===== config.mk =====
export PLATFORM = sky130hd
export DESIGN_NAME = pe_traffic_gen
export DESIGN_NICKNAME = d
export VERILOG_FILES = /design/src/rtl/pe_traffic_gen.sv
export SDC_FILE = /design/constraint.sdc
export NUM_CORES = 1
export LEC_CHECK = 0
export ABC_AREA = 1
export CAP_MARGIN = 10
export CORE_ASPECT_RATIO = 1.25
export CORE_MARGIN = 5
export CORE_UTILIZATION = 55
export DETAILED_ROUTE_END_ITERATION = 10
export PLACE_DENSITY_LB_ADDON = 0.1
export SETUP_SLACK_MARGIN = 0.05
export SKIP_LAST_GASP = 1
export SYNTH_ARGS = -nofsm -noshare
export SYNTH_HDL_FRONTEND = slang
export SYNTH_SLANG_ARGS = --single-unit

===== constraint.sdc =====
create_clock -name CLK -period 8.8 [get_ports CLK]
set_clock_uncertainty 0.05 [all_clocks]
set_input_delay 0.88 -clock CLK [delete_from_list [all_inputs] [get_ports CLK]]
set_output_delay 0.88 -clock CLK [all_outputs]
set_load 0.02 [all_outputs]

===== src/rtl/pe_traffic_gen.sv =====
// rtl/pe_traffic_gen.sv - synthetic NoC processing element: credit-based packet injector and flit sink
//
// Purpose:
//   Attaches to one router port of the CONNECT network. Injects a configured
//   run of packets on one VC under credit flow control, sinks ejected flits,
//   returns one credit per received flit and keeps traffic counters.
//
// Ports:
//   CLK, RST                     clock, synchronous active-high reset
//   cfg_start                    one-cycle pulse, latches cfg_* and starts a run (IDLE/DONE only)
//   cfg_dest/cfg_vc              destination node and VC for every flit of the run
//   cfg_pkt_len/cfg_num_pkts     flits per packet (0 means 1) and packets per run
//   cfg_gap                      idle cycles between tail and next head
//   flit_out                     to network putFlit: {valid, tail, dest, vc, data}
//   credit_in                    from network getCredits: {valid, vc}
//   flit_in                      from network getFlit
//   credit_out                   to network putCredits: {valid, vc}
//   busy/done                    run in progress / run finished
//   tx_flits/rx_flits/rx_pkts    wrapping traffic counters
//   rx_err                       sticky: credit overflow or misrouted flit

module pe_traffic_gen #(
  parameter int NODE_ID   = 0,
  parameter int DEST_BITS = 4,
  parameter int VC_BITS   = 1,
  parameter int NUM_VCS   = 2,
  parameter int DATA_W    = 32,
  parameter int BUF_DEPTH = 4,
  parameter int FLIT_W    = 2 + DEST_BITS + VC_BITS + DATA_W
) (
  input  logic                 CLK,
  input  logic                 RST,
  input  logic                 cfg_start,
  input  logic [DEST_BITS-1:0] cfg_dest,
  input  logic [VC_BITS-1:0]   cfg_vc,
  input  logic [7:0]           cfg_pkt_len,
  input  logic [15:0]          cfg_num_pkts,
  input  logic [7:0]           cfg_gap,
  output logic [FLIT_W-1:0]    flit_out,
  input  logic [VC_BITS:0]     credit_in,
  input  logic [FLIT_W-1:0]    flit_in,
  output logic [VC_BITS:0]     credit_out,
  output logic                 busy,
  output logic                 done,
  output logic [31:0]          tx_flits,
  output logic [31:0]          rx_flits,
  output logic [15:0]          rx_pkts,
  output logic                 rx_err
);

  localparam int CW    = $clog2(BUF_DEPTH + 1);
  localparam int SEQ_W = DATA_W - 8;
  localparam logic [CW-1:0]        CREDIT_MAX = CW'(BUF_DEPTH);
  localparam logic [DEST_BITS-1:0] MY_DEST    = DEST_BITS'(NODE_ID);
  localparam logic [7:0]           MY_ID      = 8'(NODE_ID);

  typedef enum logic [1:0] {S_IDLE, S_SEND, S_GAP, S_DONE} state_t;

  state_t state, state_nxt;

  // Run configuration latched at start
  logic [DEST_BITS-1:0] run_dest;
  logic [VC_BITS-1:0]   run_vc;
  logic [7:0]           run_len;
  logic [15:0]          run_num;
  logic [7:0]           run_gap;

  logic [7:0]       flit_idx;   // index of the next flit to load within its packet
  logic [15:0]      pkt_idx;    // packets whose tail has already gone out
  logic [SEQ_W-1:0] seq;
  logic [7:0]       gap_cnt;
  logic [CW-1:0]    credit [NUM_VCS];

  // Values for the flit being loaded this cycle; a start loads the head
  // directly from the cfg_* inputs so it appears the cycle after the pulse.
  logic                 start_ok;
  logic [DEST_BITS-1:0] sel_dest;
  logic [VC_BITS-1:0]   sel_vc;
  logic [7:0]           sel_len;
  logic [7:0]           sel_flit_idx;
  logic [SEQ_W-1:0]     sel_seq;
  logic [CW-1:0]        cur_credit;
  logic                 load;
  logic                 load_tail;
  logic                 out_tail_seen;
  logic                 last_pkt;
  logic                 credit_ovf;

  logic                 ret_valid;
  logic [VC_BITS-1:0]   ret_vc;
  logic                 in_valid;
  logic                 in_tail;
  logic [DEST_BITS-1:0] in_dest;
  logic [VC_BITS-1:0]   in_vc;
  logic                 unused_in_data;

  assign start_ok     = cfg_start && (state == S_IDLE || state == S_DONE);
  assign sel_dest     = start_ok ? cfg_dest : run_dest;
  assign sel_vc       = start_ok ? cfg_vc : run_vc;
  assign sel_len      = start_ok ? ((cfg_pkt_len == 8'd0) ? 8'd1 : cfg_pkt_len) : run_len;
  assign sel_flit_idx = start_ok ? 8'd0 : flit_idx;
  assign sel_seq      = start_ok ? '0 : seq;
  assign load_tail    = (sel_flit_idx == sel_len - 8'd1);

  // The FSM reacts to the flit currently on flit_out, so a tail is seen
  // one cycle after it was loaded.
  assign out_tail_seen = flit_out[FLIT_W-1] && flit_out[FLIT_W-2];
  assign last_pkt      = (pkt_idx == run_num - 16'd1);

  assign ret_valid = credit_in[VC_BITS];
  assign ret_vc    = credit_in[VC_BITS-1:0];

  assign in_valid       = flit_in[FLIT_W-1];
  assign in_tail        = flit_in[FLIT_W-2];
  assign in_dest        = flit_in[FLIT_W-3 -: DEST_BITS];
  assign in_vc          = flit_in[DATA_W +: VC_BITS];
  assign unused_in_data = ^flit_in[DATA_W-1:0];

  assign busy = (state == S_SEND) || (state == S_GAP);
  assign done = (state == S_DONE);

  always_ff @(posedge CLK) begin
    if (RST) begin
      state <= S_IDLE;
    end else begin
      state <= state_nxt;
    end
  end

  always_comb begin
    state_nxt = state;
    case (state)
      S_IDLE, S_DONE: begin
        if (start_ok) begin
          state_nxt = (cfg_num_pkts == 16'd0) ? S_DONE : S_SEND;
        end
      end
      S_SEND: begin
        if (out_tail_seen) begin
          if (last_pkt) begin
            state_nxt = S_DONE;
          end else if (run_gap != 8'd0) begin
            state_nxt = S_GAP;
          end else begin
            state_nxt = S_SEND;
          end
        end
      end
      S_GAP: begin
        if (gap_cnt == 8'd1) begin
          state_nxt = S_SEND;
        end
      end
      default: state_nxt = S_IDLE;
    endcase
  end

  // Registered credit only: a return in this cycle cannot enable this load.
  always_comb begin
    cur_credit = '0;
    for (int v = 0; v < NUM_VCS; v++) begin
      if (sel_vc == VC_BITS'(v)) begin
        cur_credit = credit[v];
      end
    end
  end

  assign load = (state_nxt == S_SEND) && (cur_credit != '0);

  // A return on a VC that is already full and not sending this cycle.
  always_comb begin
    credit_ovf = 1'b0;
    for (int v = 0; v < NUM_VCS; v++) begin
      if (ret_valid && ret_vc == VC_BITS'(v) && credit[v] == CREDIT_MAX &&
          !(load && sel_vc == VC_BITS'(v))) begin
        credit_ovf = 1'b1;
      end
    end
  end

  always_ff @(posedge CLK) begin
    if (RST) begin
      run_dest   <= '0;
      run_vc     <= '0;
      run_len    <= 8'd1;
      run_num    <= 16'd0;
      run_gap    <= 8'd0;
      flit_idx   <= 8'd0;
      pkt_idx    <= 16'd0;
      seq        <= '0;
      gap_cnt    <= 8'd0;
      flit_out   <= '0;
      credit_out <= '0;
      tx_flits   <= 32'd0;
      rx_flits   <= 32'd0;
      rx_pkts    <= 16'd0;
      rx_err     <= 1'b0;
      for (int v = 0; v < NUM_VCS; v++) begin
        credit[v] <= CREDIT_MAX;
      end
    end else begin
      if (start_ok) begin
        run_dest <= cfg_dest;
        run_vc   <= cfg_vc;
        run_len  <= sel_len;
        run_num  <= cfg_num_pkts;
        run_gap  <= cfg_gap;
      end

      flit_out <= load ? {1'b1, load_tail, sel_dest, sel_vc, MY_ID, sel_seq} : '0;

      if (load) begin
        flit_idx <= load_tail ? 8'd0 : sel_flit_idx + 8'd1;
        seq      <= sel_seq + SEQ_W'(1);
        tx_flits <= tx_flits + 32'd1;
      end else if (start_ok) begin
        flit_idx <= 8'd0;
        seq      <= '0;
      end

      if (start_ok) begin
        pkt_idx <= 16'd0;
      end else if (state == S_SEND && out_tail_seen) begin
        pkt_idx <= pkt_idx + 16'd1;
      end

      if (state == S_SEND && state_nxt == S_GAP) begin
        gap_cnt <= run_gap;
      end else if (state == S_GAP) begin
        gap_cnt <= gap_cnt - 8'd1;
      end

      for (int v = 0; v < NUM_VCS; v++) begin
        if ((load && sel_vc == VC_BITS'(v)) && !(ret_valid && ret_vc == VC_BITS'(v))) begin
          credit[v] <= credit[v] - CW'(1);
        end else if (!(load && sel_vc == VC_BITS'(v)) && (ret_valid && ret_vc == VC_BITS'(v)) &&
                     credit[v] != CREDIT_MAX) begin
          credit[v] <= credit[v] + CW'(1);
        end
      end

      credit_out <= in_valid ? {1'b1, in_vc} : '0;
      if (in_valid) begin
        rx_flits <= rx_flits + 32'd1;
        if (in_tail) begin
          rx_pkts <= rx_pkts + 16'd1;
        end
      end

      if (credit_ovf || (in_valid && in_dest != MY_DEST)) begin
        rx_err <= 1'b1;
      end
    end
  end

endmodule

; ---- After elaboration in Yosys (flattened, before gate mapping)
; Memory sizes are Yosys's and may differ from the RTL's.
; Cells that the tools add are included.
[word_totals]
ff_bits = 217
mem_bits_rw = 6
in_bits = 81
out_inout_bits = 124
wordCells = 134
memories = 1
[memory_table]
columns = memory, depth, width, rd, rd_clocked_by_memory_dff, wr, line
row1 = credit, 2, 3, 2, 0, 2, 72  ; logic [CW-1:0] credit [NUM_VCS];
[op_classes]
addsub = 13
eq_ne = 12
mux = 43
n_bitwise = 8
reduce_logical = 39
[ops]
columns = operator, count
row1 = "32-bit by 1-bit adder with 32-bit output, second input constant", 2
row2 = 8-bit two-way mux, 7
row3 = 24-bit two-way mux, 2
row4 = 39-bit two-way mux, 1
row5 = "16-bit by 1-bit adder with 16-bit output, second input constant", 2
row6 = "24-bit by 1-bit adder with 24-bit output, second input constant", 1
row7 = 1-bit logical AND, 20
row8 = 1-bit two-way mux, 19
row9 = 16-bit equality test, 1
row10 = 16-bit zero test, 1
row11 = "16-bit by 1-bit subtractor with 16-bit output, second input constant", 1
row12 = "8-bit by 1-bit subtractor with 8-bit output, second input constant", 2
row13 = 3-bit two-way mux, 5
row14 = 2-bit two-way mux, 7
row15 = "8-bit by 1-bit adder with 8-bit output, second input constant", 1
row16 = "8-bit by 1-bit equality test with 1-bit output, second input constant", 1
row17 = 8-bit equality test, 1
row18 = 8-bit zero test, 1
row19 = 8-bit nonzero test, 1
row20 = 2-bit OR reduction, 4
row21 = "3-bit by 1-bit adder with 3-bit output, second input constant", 2
row22 = "2-bit equality test, second input constant", 3
row23 = "3-bit equality test, second input constant", 2
row24 = "3-bit != test, second input constant", 2
row25 = 13 further kinds, 26

; ---- Depth between registers and ports, before layout
; Gate-level depths: netlist (run 1).
[logic_depth]
ltp_word = 16
ltp_mapped = 22
depth_no_buf = 22

; ---- Worst setup path after synthesis (run 1)
; OpenSTA, ideal clock, no wires.
[synth_timing]
path_kind = input to register
from = input port cfg_start
to = register seq[14]
setup_time_ns = 0.121
arrival_ns = 3.011
required_time_ns = 8.629
slack_ns = 5.618
cell_stages = 18
path_buffers = 3
cell_sequence = nand2_1 > inv_1 > buf_2 > buf_1 > clkbuf_1 > nor2_1 > ha_1 > inv_1 > nor3_1 > inv_1 > nor2_1 > inv_1 > nor2_1 > nand3_1 > nor2_1 > nand3_1 > o21ai_0 > a21oi_1
[synth_between]
elab_cells_between_ends = 11
classes_between = add/sub (1) / eq/ne (1) / mux (6) / reduce/logical (3)
[synth_rtl]
columns = element, line
row1 = "start, declared", 33  ; input logic cfg_start,
row2 = 1-bit logical AND, 97  ; assign start_ok = cfg_start && (state == S_IDLE || state == S_DONE);
row3 = 24-bit two-way mux, --
row4 = net sel_seq[1], 81  ; logic [SEQ_W-1:0] sel_seq;
row5 = 24-bit by 1-bit adder with 24-bit output, 214  ; seq <= sel_seq + SEQ_W'(1);
row6 = 24-bit two-way mux, 212  ; if (load) begin
row7 = "end signal, assigned", 214
row8 = "end, declared", 70  ; logic [SEQ_W-1:0] seq;
; The timed path passes the listed nets, and every way through them passes these cells.
; A chain may end at the register's enable or synchronous reset.

; ---- Final worst setup path (run 1)
[layout_timing]
from = register state[0]
to = register seq[14]
[layout_between]
elab_cells_between_ends = 19
classes_between = add/sub (1) / eq/ne (4) / mux (8) / reduce/logical (6)
[layout_rtl]
columns = element, line
row1 = "start, declared", 59  ; state_t state, state_nxt;
row2 = "start signal, assigned", 126  ; state <= state_nxt;
row3 = 2-bit equality test / 2-bit zero test (equally long branches), 97
row4 = 1-bit logical OR (*), 97
row5 = 1-bit logical AND (*), 97
row6 = 24-bit two-way mux (*), --
row7 = net sel_seq[1], 81
row8 = 24-bit by 1-bit adder with 24-bit output (*), 214
row9 = 24-bit two-way mux (*), 212
; The timed path passes the listed nets; every way through them passes the cells marked *.

==> results of run 1 <==
==> registers in the layout, indices dropped and copies added, names as in the netlist <==
| signal | cells |
|---|---|
| rx_flits | 32 |
| tx_flits | 32 |
| flit_out | 31 |
| seq | 24 |
| pkt_idx | 16 |
| run_num | 16 |
| rx_pkts | 16 |
| flit_idx | 8 |
| gap_cnt | 8 |
| run_gap | 8 |
| run_len | 8 |
| credit | 6 |
| run_dest | 4 |
| credit_out | 2 |
| state | 2 |
| run_vc | 1 |
| rx_err | 1 |
==> worst paths after layout <==
| kind | slack [ps] | depth (start not counted) | from | to |
|---|---|---|---|---|
| setup / recovery | 4490 | 19 | state[0] | seq[14] |
| hold / removal | 410 | 2 | flit_idx[4] | flit_idx[4] |
| setup reg to reg | 4490 | 19 | state[0] | seq[14] |
| hold reg to reg | 410 | 2 | flit_idx[4] | flit_idx[4] |
==> power by group <==
part	total (mW)	switching, mW	leakage [nW]	internal, mW
sequential	1.16	0.0801	1.75	1.08
clock	0.987	0.399	0.390	0.587
combinational	1.06	0.709	2.82	0.349
total	3.21	1.19	4.97	2.02
==> metal layers <==
layer	track usage (%)	vias up	share of wire [%]
met1	28.60	4787	42
li1	-	5358	-
met3	5.672	56	7.0
met4	7.321	0	2.5
met5	0	-	0
met2	43.18	293	49
==> worst max-delay path, stage by stage (launching register included) <==
cell and delay, ps:
sky130_fd_sc_hd__dfxtp_1 410, sky130_fd_sc_hd__inv_1 100, sky130_fd_sc_hd__ha_1 360, sky130_fd_sc_hd__nand2_2 470
sky130_fd_sc_hd__buf_4 440, sky130_fd_sc_hd__inv_1 90, sky130_fd_sc_hd__buf_4 300, sky130_fd_sc_hd__nor2_1 190
sky130_fd_sc_hd__ha_1 230, sky130_fd_sc_hd__inv_1 70, sky130_fd_sc_hd__nor3_1 260, sky130_fd_sc_hd__inv_1 140
sky130_fd_sc_hd__nor2_1 170, sky130_fd_sc_hd__inv_1 70, sky130_fd_sc_hd__nor2_1 120, sky130_fd_sc_hd__nand3_1 110
sky130_fd_sc_hd__nor2_1 230, sky130_fd_sc_hd__nand3_1 130, sky130_fd_sc_hd__o21ai_0 180, sky130_fd_sc_hd__a21oi_1 50
==> per-stage QoR <==
step           instance area, um2  setup slack (ps)
4_1_cts                     13470              4512
3_3_place_gp                12690              4077
6_report                    13470              4494
3_5_place_dp                12690              4027
5_1_grt                     13470              4104
2_1_floorplan               10940              5618
==> cell families after synthesis <==
family	after synthesis	synth area share, %
other	1	0.03435
buffers and inverters	265	9.833
DFF	215	39.97
xor gates and xnor gates	70	5.741
and+or+nand+nor	784	31.78
AOI/OAI and AO/OA	223	10.44
muxes	2	0.1834
adders and majority gates	17	2.017
==> area by class of cell <==
| class | count | area (um2) |
|---|---|---|
| multi-input combinational | 1104 | 5509 |
| fill | 1713 | 5996 |
| inverter | 213 | 799.5 |
| sequential | 215 | 4364 |
| clock buffer | 32 | 700.7 |
| clock inverter | 10 | 87.58 |
| tap | 265 | 331.6 |
| timing repair buffer | 170 | 1682 |
==> placed cells by master, fill, tap and decap left out, types with 3 or more instances in the layout <==
cell type | netlist | routed
sky130_fd_sc_hd__nand3_1 | 56 | 56
sky130_fd_sc_hd__clkdlybuf4s50_1 | 0 | 163
sky130_fd_sc_hd__nand4_1 | 42 | 42
sky130_fd_sc_hd__o21ai_1 | 11 | 11
sky130_fd_sc_hd__nor2_4 | 5 | 5
sky130_fd_sc_hd__clkbuf_16 | 0 | 24
sky130_fd_sc_hd__clkbuf_8 | 0 | 7
sky130_fd_sc_hd__a21oi_1 | 115 | 115
sky130_fd_sc_hd__nor2_1 | 256 | 256
sky130_fd_sc_hd__nand3_2 | 7 | 7
sky130_fd_sc_hd__nor2_2 | 15 | 15
sky130_fd_sc_hd__inv_1 | 211 | 211
sky130_fd_sc_hd__o21ai_0 | 88 | 88
sky130_fd_sc_hd__clkinv_2 | 0 | 5
sky130_fd_sc_hd__nor3b_1 | 6 | 6
sky130_fd_sc_hd__nand2_1 | 281 | 280
sky130_fd_sc_hd__ha_1 | 16 | 16
sky130_fd_sc_hd__edfxtp_1 | 6 | 6
sky130_fd_sc_hd__nand2_2 | 2 | 3
sky130_fd_sc_hd__dfxtp_1 | 209 | 209
sky130_fd_sc_hd__xnor2_1 | 19 | 19
sky130_fd_sc_hd__nor4_1 | 22 | 22
sky130_fd_sc_hd__and3_1 | 7 | 7
sky130_fd_sc_hd__conb_1 | 1 | 8
sky130_fd_sc_hd__or2_2 | 3 | 3
sky130_fd_sc_hd__nor3_1 | 74 | 74
sky130_fd_sc_hd__xor2_1 | 50 | 50
sky130_fd_sc_hd__nand3b_1 | 5 | 5
sky130_fd_sc_hd__buf_4 | 11 | 6
==> qor.log, run 1 <==
qor: synth.sequential_share_of_the_synthesized_area 39.97%
qor: clock_network.cts.sink_count 215
qor: cells_and_area.fin_nets 1825
qor: sta.tightestPinTransition 933.9 ps
qor: global_routing.grt_max_degree 87
qor: floorplanning.die_y 167.5 um
qor: floorplanning.die-width 136.0 um
qor: pwr.cellPowerDensity 238.2 nW/um2
qor: setup_path.timing.critical_path.to_type flip-flop
qor: clock_network.cts_resized 0
qor: route.vias 10.49k
qor: cells_and_area.post_route_cells_drive_above_1_share 4.931%
qor: clock_network.cts_buffer_depth 3
qor: synth.synth-edff-count 6
qor: setup_path.timing.critical_path.fanout_max 46
qor: clock_network.clkLatencyLatePin 510 ps
qor: global_routing.grt_remaining_overflow 0
qor: cells_and_area.antenna_cells_inserted 0
qor: clock_network.cts.clk_slew.worst_paths 60 ps
qor: synth.synth-async-reset-ratio 0%
qor: cells_and_area.area_growth_syn_to_layout 23.41%
qor: floorplanning.die-area 22790 um2
qor: setup_path.timing.critical_path.required 9150 ps
qor: clock_network.tritoncts.num_buffers 23
qor: run.timing.max_cap.violations 0
qor: setup_path.timing.critical_path.arrival 4650 ps
qor: global_routing.grt.total_usage 24.21%
qor: floorplanning.core.rowCount 57
qor: route.vias_per_cell 5.223
qor: floorplanning.start_util 56.08%
qor: floorplanning.ioPinCount 205
qor: cells_and_area.post-route-util 69.21%
qor: synth.synthesized_area_per_cell 6.923 um2
qor: setup_path.worst-setup-path-type reg -> reg
qor: pwr.fin_total_pwr 3.209 mW
qor: pwr.p_leak 4.966 nW
qor: setup_path.worst_setup_path_start_kind flip-flop
qor: sta.timing.slew.headroom 37.74%
qor: sta.period_share 48.93%
qor: pwr.worst_ir_drop_vdd 0.1917 mV
qor: route.final_antenna_violating_net_count 0
qor: sta.timing.final.max_slew_violations 0
qor: global_routing.first_global_vias 10.22k
qor: global_routing.antenna_found_initial 0
qor: clock_network.cts_max_level 1
qor: route.routed_wire_length_per_instance 13.83 um
qor: synth.postSynth.topFlopCell sky130_fd_sc_hd__dfxtp_1
qor: floorplanning.core_footprint 19470 um2
qor: synth.syn_area 10920 um2
qor: route.drc 0
qor: cells_and_area.layoutNonFillerInstCount 2009
qor: sta.final_hold_vios 0
qor: run_status.status finished clean
qor: synth.synthTopCellsByArea sky130_fd_sc_hd__dfxtp_1 38%, sky130_fd_sc_hd__nand2_1 9.7%, sky130_fd_sc_hd__nor2_1 8.8%, sky130_fd_sc_hd__inv_1 7.3%, sky130_fd_sc_hd__a21oi_1 5.3%
qor: synth.netlist.top_cell.by_area sky130_fd_sc_hd__dfxtp_1
qor: synth.yosys-top-cells-count 281 x sky130_fd_sc_hd__nand2_1, 256 x sky130_fd_sc_hd__nor2_1, 211 x sky130_fd_sc_hd__inv_1, 209 x sky130_fd_sc_hd__dfxtp_1, 115 x sky130_fd_sc_hd__a21oi_1
qor: synth.ys_types 43
qor: sta.min_period 4306 ps
qor: synth.postSynthCellCount 1577
qor: global_routing.grt_first_pass_wirelength 46930 um
qor: place.hpwl 19710 um
qor: place.port_buffers 164
qor: place.final_wtd_congestion 0.9593
qor: clock_network.cts_root_buffer_type sky130_fd_sc_hd__clkbuf_16
qor: sta.achievable-frequency 0.2322 GHz
qor: clock_network.number_of_buffers_inserted_to_repair_setup_after_cts 0
qor: sta.grt_setup_unrepaired no
qor: route.detailedRoute.firstPassIterationCount 5
qor: synth.post-synth-top-area-fraction 38.32%
qor: synth.yosys_warnings 0
qor: sta.hold_ws 414.2 ps
qor: sta.timing.final.setup_violations 0
qor: sta.setup_tns 0 ps
qor: route.drt-total-wl 27780 um
qor: place.number_of_cells_after_detailed_placement 1967
qor: synth.postSynthRegisterBits 215
qor: min_path.worst_hold_path_type reg -> reg
qor: synth.synth_most_common_cell sky130_fd_sc_hd__nand2_1
qor: route.drt_iter0_drc 559
qor: clock_network.tritoncts yes
qor: clock_network.holdBufCountCts 0
Note: power is estimated with default switching activity, not from simulation.
==> run 2: changes to the inputs <==
--- a/config.mk
+++ b/config.mk
@@ -9,7 +9,7 @@
 export CAP_MARGIN = 10
 export CORE_ASPECT_RATIO = 1.25
 export CORE_MARGIN = 5
-export CORE_UTILIZATION = 55
+export CORE_UTILIZATION = 53
 export DETAILED_ROUTE_END_ITERATION = 10
 export PLACE_DENSITY_LB_ADDON = 0.1
 export SETUP_SLACK_MARGIN = 0.05
==> constraint.sdc (replaced) <==
create_clock -name CLK -period 4.47 [get_ports CLK]
set_clock_uncertainty 0.05 [all_clocks]
set_input_delay 0.447 -clock CLK [delete_from_list [all_inputs] [get_ports CLK]]
set_output_delay 0.447 -clock CLK [all_outputs]
set_load 0.02 [all_outputs]
==> run 2 against run 1 <==
  * Clock power is 93% higher
  * Die area is 3.5% higher
  * Fmax is 24% higher
  * Worst hold slack worse by 160 ps
  * Largest power group unchanged
  * Highest routed layer unchanged
==> qor.log, run 2 (synthesis gave the netlist of run 1 again) <==
qor: run_status.status finished clean
qor: clock_network.holdBufCountCts 0 [unchanged]
qor: cells_and_area.final_cell_mix 280 x sky130_fd_sc_hd__nand2_1, 256 x sky130_fd_sc_hd__nor2_1, 211 x sky130_fd_sc_hd__inv_1
qor: setup_path.timing.critical_path.to_type flip-flop
qor: sta.achievable-frequency 0.2874 GHz [+24%]
qor: pwr.worst_ir_drop_vdd 0.4023 mV [+110%]
qor: clock_network.cts_max_level 1 [unchanged]
qor: clock_network.cts.sink_count 215 [unchanged]
qor: sta.setup_tns 0 ps [unchanged]
qor: sta.grt_setup_unrepaired no
qor: sta.final_hold_vios 0 [unchanged]
qor: run.timing.max_cap.violations 0 [unchanged]
qor: floorplanning.ioPinCount 205 [unchanged]
qor: clock_network.tritoncts.num_buffers 23 [unchanged]
qor: floorplanning.die_y 170.5 um [+1.8%]
qor: floorplanning.core.rowCount 58 [+1.8%]
qor: setup_path.timing.critical_path.arrival 3830 ps [-820 ps]
qor: sta.timing.final.max_slew_violations 0 [unchanged]
qor: floorplanning.core_footprint 20170 um2 [+3.6%]
qor: min_path.worst_hold_startpoint RST
qor: clock_network.clkLatencyLatePin 510 ps [about the same]
qor: sta.period_share 77.85% [+29 points]
qor: clock_network.cts_root_buffer_type sky130_fd_sc_hd__clkbuf_16
qor: cells_and_area.post_route_cells_drive_above_1_share 4.805% [-0.13 points]
qor: route.routed_wire_length_per_instance 13.90 um [+0.52%]
qor: global_routing.grt.total_usage 23.22% [-0.99 points]
qor: setup_path.worst-setup-path-type reg -> reg
qor: cells_and_area.post-route-util 66.76% [-2.4 points]
qor: setup_path.worst_setup_path_start_kind flip-flop
qor: global_routing.grt_max_degree 68 [-22%]
qor: setup_path.crit_path_start state[0]
qor: cells_and_area.fin_nets 1829 [+0.22%]
qor: global_routing.first_global_vias 9938 [-2.7%]
qor: clock_network.number_of_buffers_inserted_to_repair_setup_after_cts 0 [unchanged]
qor: clock_network.cts.clk_slew.worst_paths 60 ps [about the same]
qor: route.vias_per_cell 5.140 [-1.6%]
qor: route.detailedRoute.firstPassIterationCount 7 [+2]
qor: cells_and_area.mostFrequentLayoutCell sky130_fd_sc_hd__nand2_1
qor: setup_path.timing.critical_path.required 4820 ps [-4330 ps]
qor: place.final_wtd_congestion 0.9001 [-6.2%]
qor: global_routing.grt_remaining_overflow 0 [unchanged]
qor: route.vias 10.37k [-1.2%]
qor: clock_network.cts_buffer_depth 3 [unchanged]
qor: setup_path.reg2reg_from state[0]
qor: setup_path.timing.critical_path.fanout_max 30 [-35%]
qor: min_path.worst_hold_path_type in -> reg
qor: clock_network.tritoncts yes
qor: pwr.p_leak 4.958 nW [-0.16%]
qor: pwr.cellPowerDensity 468.6 nW/um2 [+97%]
qor: cells_and_area.fillerInstances 1843 [+7.6%]
qor: global_routing.grt_first_pass_wirelength 46750 um [-0.38%]
qor: cells_and_area.antenna_cells_inserted 0 [unchanged]
qor: sta.min_period 3480 ps [-826.1 ps]
qor: route.final_antenna_violating_net_count 0 [unchanged]
qor: sta.timing.final.setup_violations 0 [unchanged]
qor: route.drt-total-wl 28050 um [+0.97%]
qor: sta.timing.slew.headroom 47.75% [+10 points]
qor: route.drt_iter0_drc 654 [+17%]
qor: place.port_buffers 164 [unchanged]
qor: floorplanning.die-area 23590 um2 [+3.5%]
qor: global_routing.antenna_found_initial 0 [unchanged]
qor: floorplanning.start_util 54.12% [-2.0 points]
qor: sta.tightestPinTransition 783.8 ps [-150.1 ps]
qor: cells_and_area.top_regs rx_flits (32), tx_flits (32), flit_out (31)
qor: clock_network.cts_resized 0 [unchanged]
qor: floorplanning.die-width 138.4 um [+1.7%]
qor: route.drc 0 [unchanged]
qor: place.hpwl 20310 um [+3.1%]
qor: pwr.fin_total_pwr 6.312 mW [+97%]
qor: cells_and_area.area_growth_syn_to_layout 23.37% [about the same]
run 2: cell type report:
cell class | instances | area (um2) | share of cell area [%]
Clock buffer | 31 | 635.6 | 4.719
Clock inverter | 11 | 111.4 | 0.8268
Inverter | 213 | 799.5 | 5.936
Multi-Input combinational cell | 1104 | 5509 | 40.90
Sequential cell | 215 | 4364 | 32.40
Tap cell | 270 | 337.8 | 2.508
Timing Repair Buffer | 174 | 1712 | 12.71
run 2: path summary, 6_finish.rpt:
| kind | end | slack, ps | cells past startpoint |
|---|---|---|---|
| worst min register to register | flit_out[23] | 410 | 2 |
| worst min-delay path | run_dest[1] | 250 | 2 |
| worst max-delay path | flit_idx[5] | 990 | 14 |
| worst max register to register | flit_idx[5] | 990 | 14 |
run 2: report_power, final:
part | internal [mW] | leakage, nW | switching [mW]
combinational | 0.705 | 2.84 | 1.42
clock | 1.11 | 0.363 | 0.785
sequential | 2.13 | 1.75 | 0.156
total | 3.95 | 4.96 | 2.36
run 2: per-layer routing:
layer  up-vias  track usage (%)  part of all wire [%]
li1       5375                -                     -
met1      4679            27.48                    42
met2       275            42.74                    50
met3        43            4.666                   6.1
met4         0            6.618                   2.0
met5         -                0                     0
run 2: metrics by stage:
| step | setup WS, ps | hold WS, ps | instances | instance area, um2 |
|---|---|---|---|---|
| floorplan | 1369 | 387.1 | 1584 | 10940 |
| global placement | 1026 | 398.3 | 1976 | 12720 |
| detailed placement | 968.3 | 404.6 | 1976 | 12720 |
| CTS | 1005 | 225.6 | 2018 | 13470 |
| global route | 682.8 | 244.2 | 2018 | 13470 |
| finish | 990.2 | 252.8 | 2018 | 13470 |
run 2: worst max-delay path, stage by stage (launching register included):
cell                      delay, ps
sky130_fd_sc_hd__dfxtp_1        400
sky130_fd_sc_hd__inv_1           90
sky130_fd_sc_hd__ha_1           370
sky130_fd_sc_hd__nand2_2        210
sky130_fd_sc_hd__inv_1           70
sky130_fd_sc_hd__or2_0          200
sky130_fd_sc_hd__o21ai_1        260
sky130_fd_sc_hd__o31ai_1        140
sky130_fd_sc_hd__o21ai_1        190
sky130_fd_sc_hd__nand3_2        130
sky130_fd_sc_hd__nor2_4         410
sky130_fd_sc_hd__buf_4          410
sky130_fd_sc_hd__nand2_1        160
sky130_fd_sc_hd__nand2_1        200
sky130_fd_sc_hd__nor2_1          80
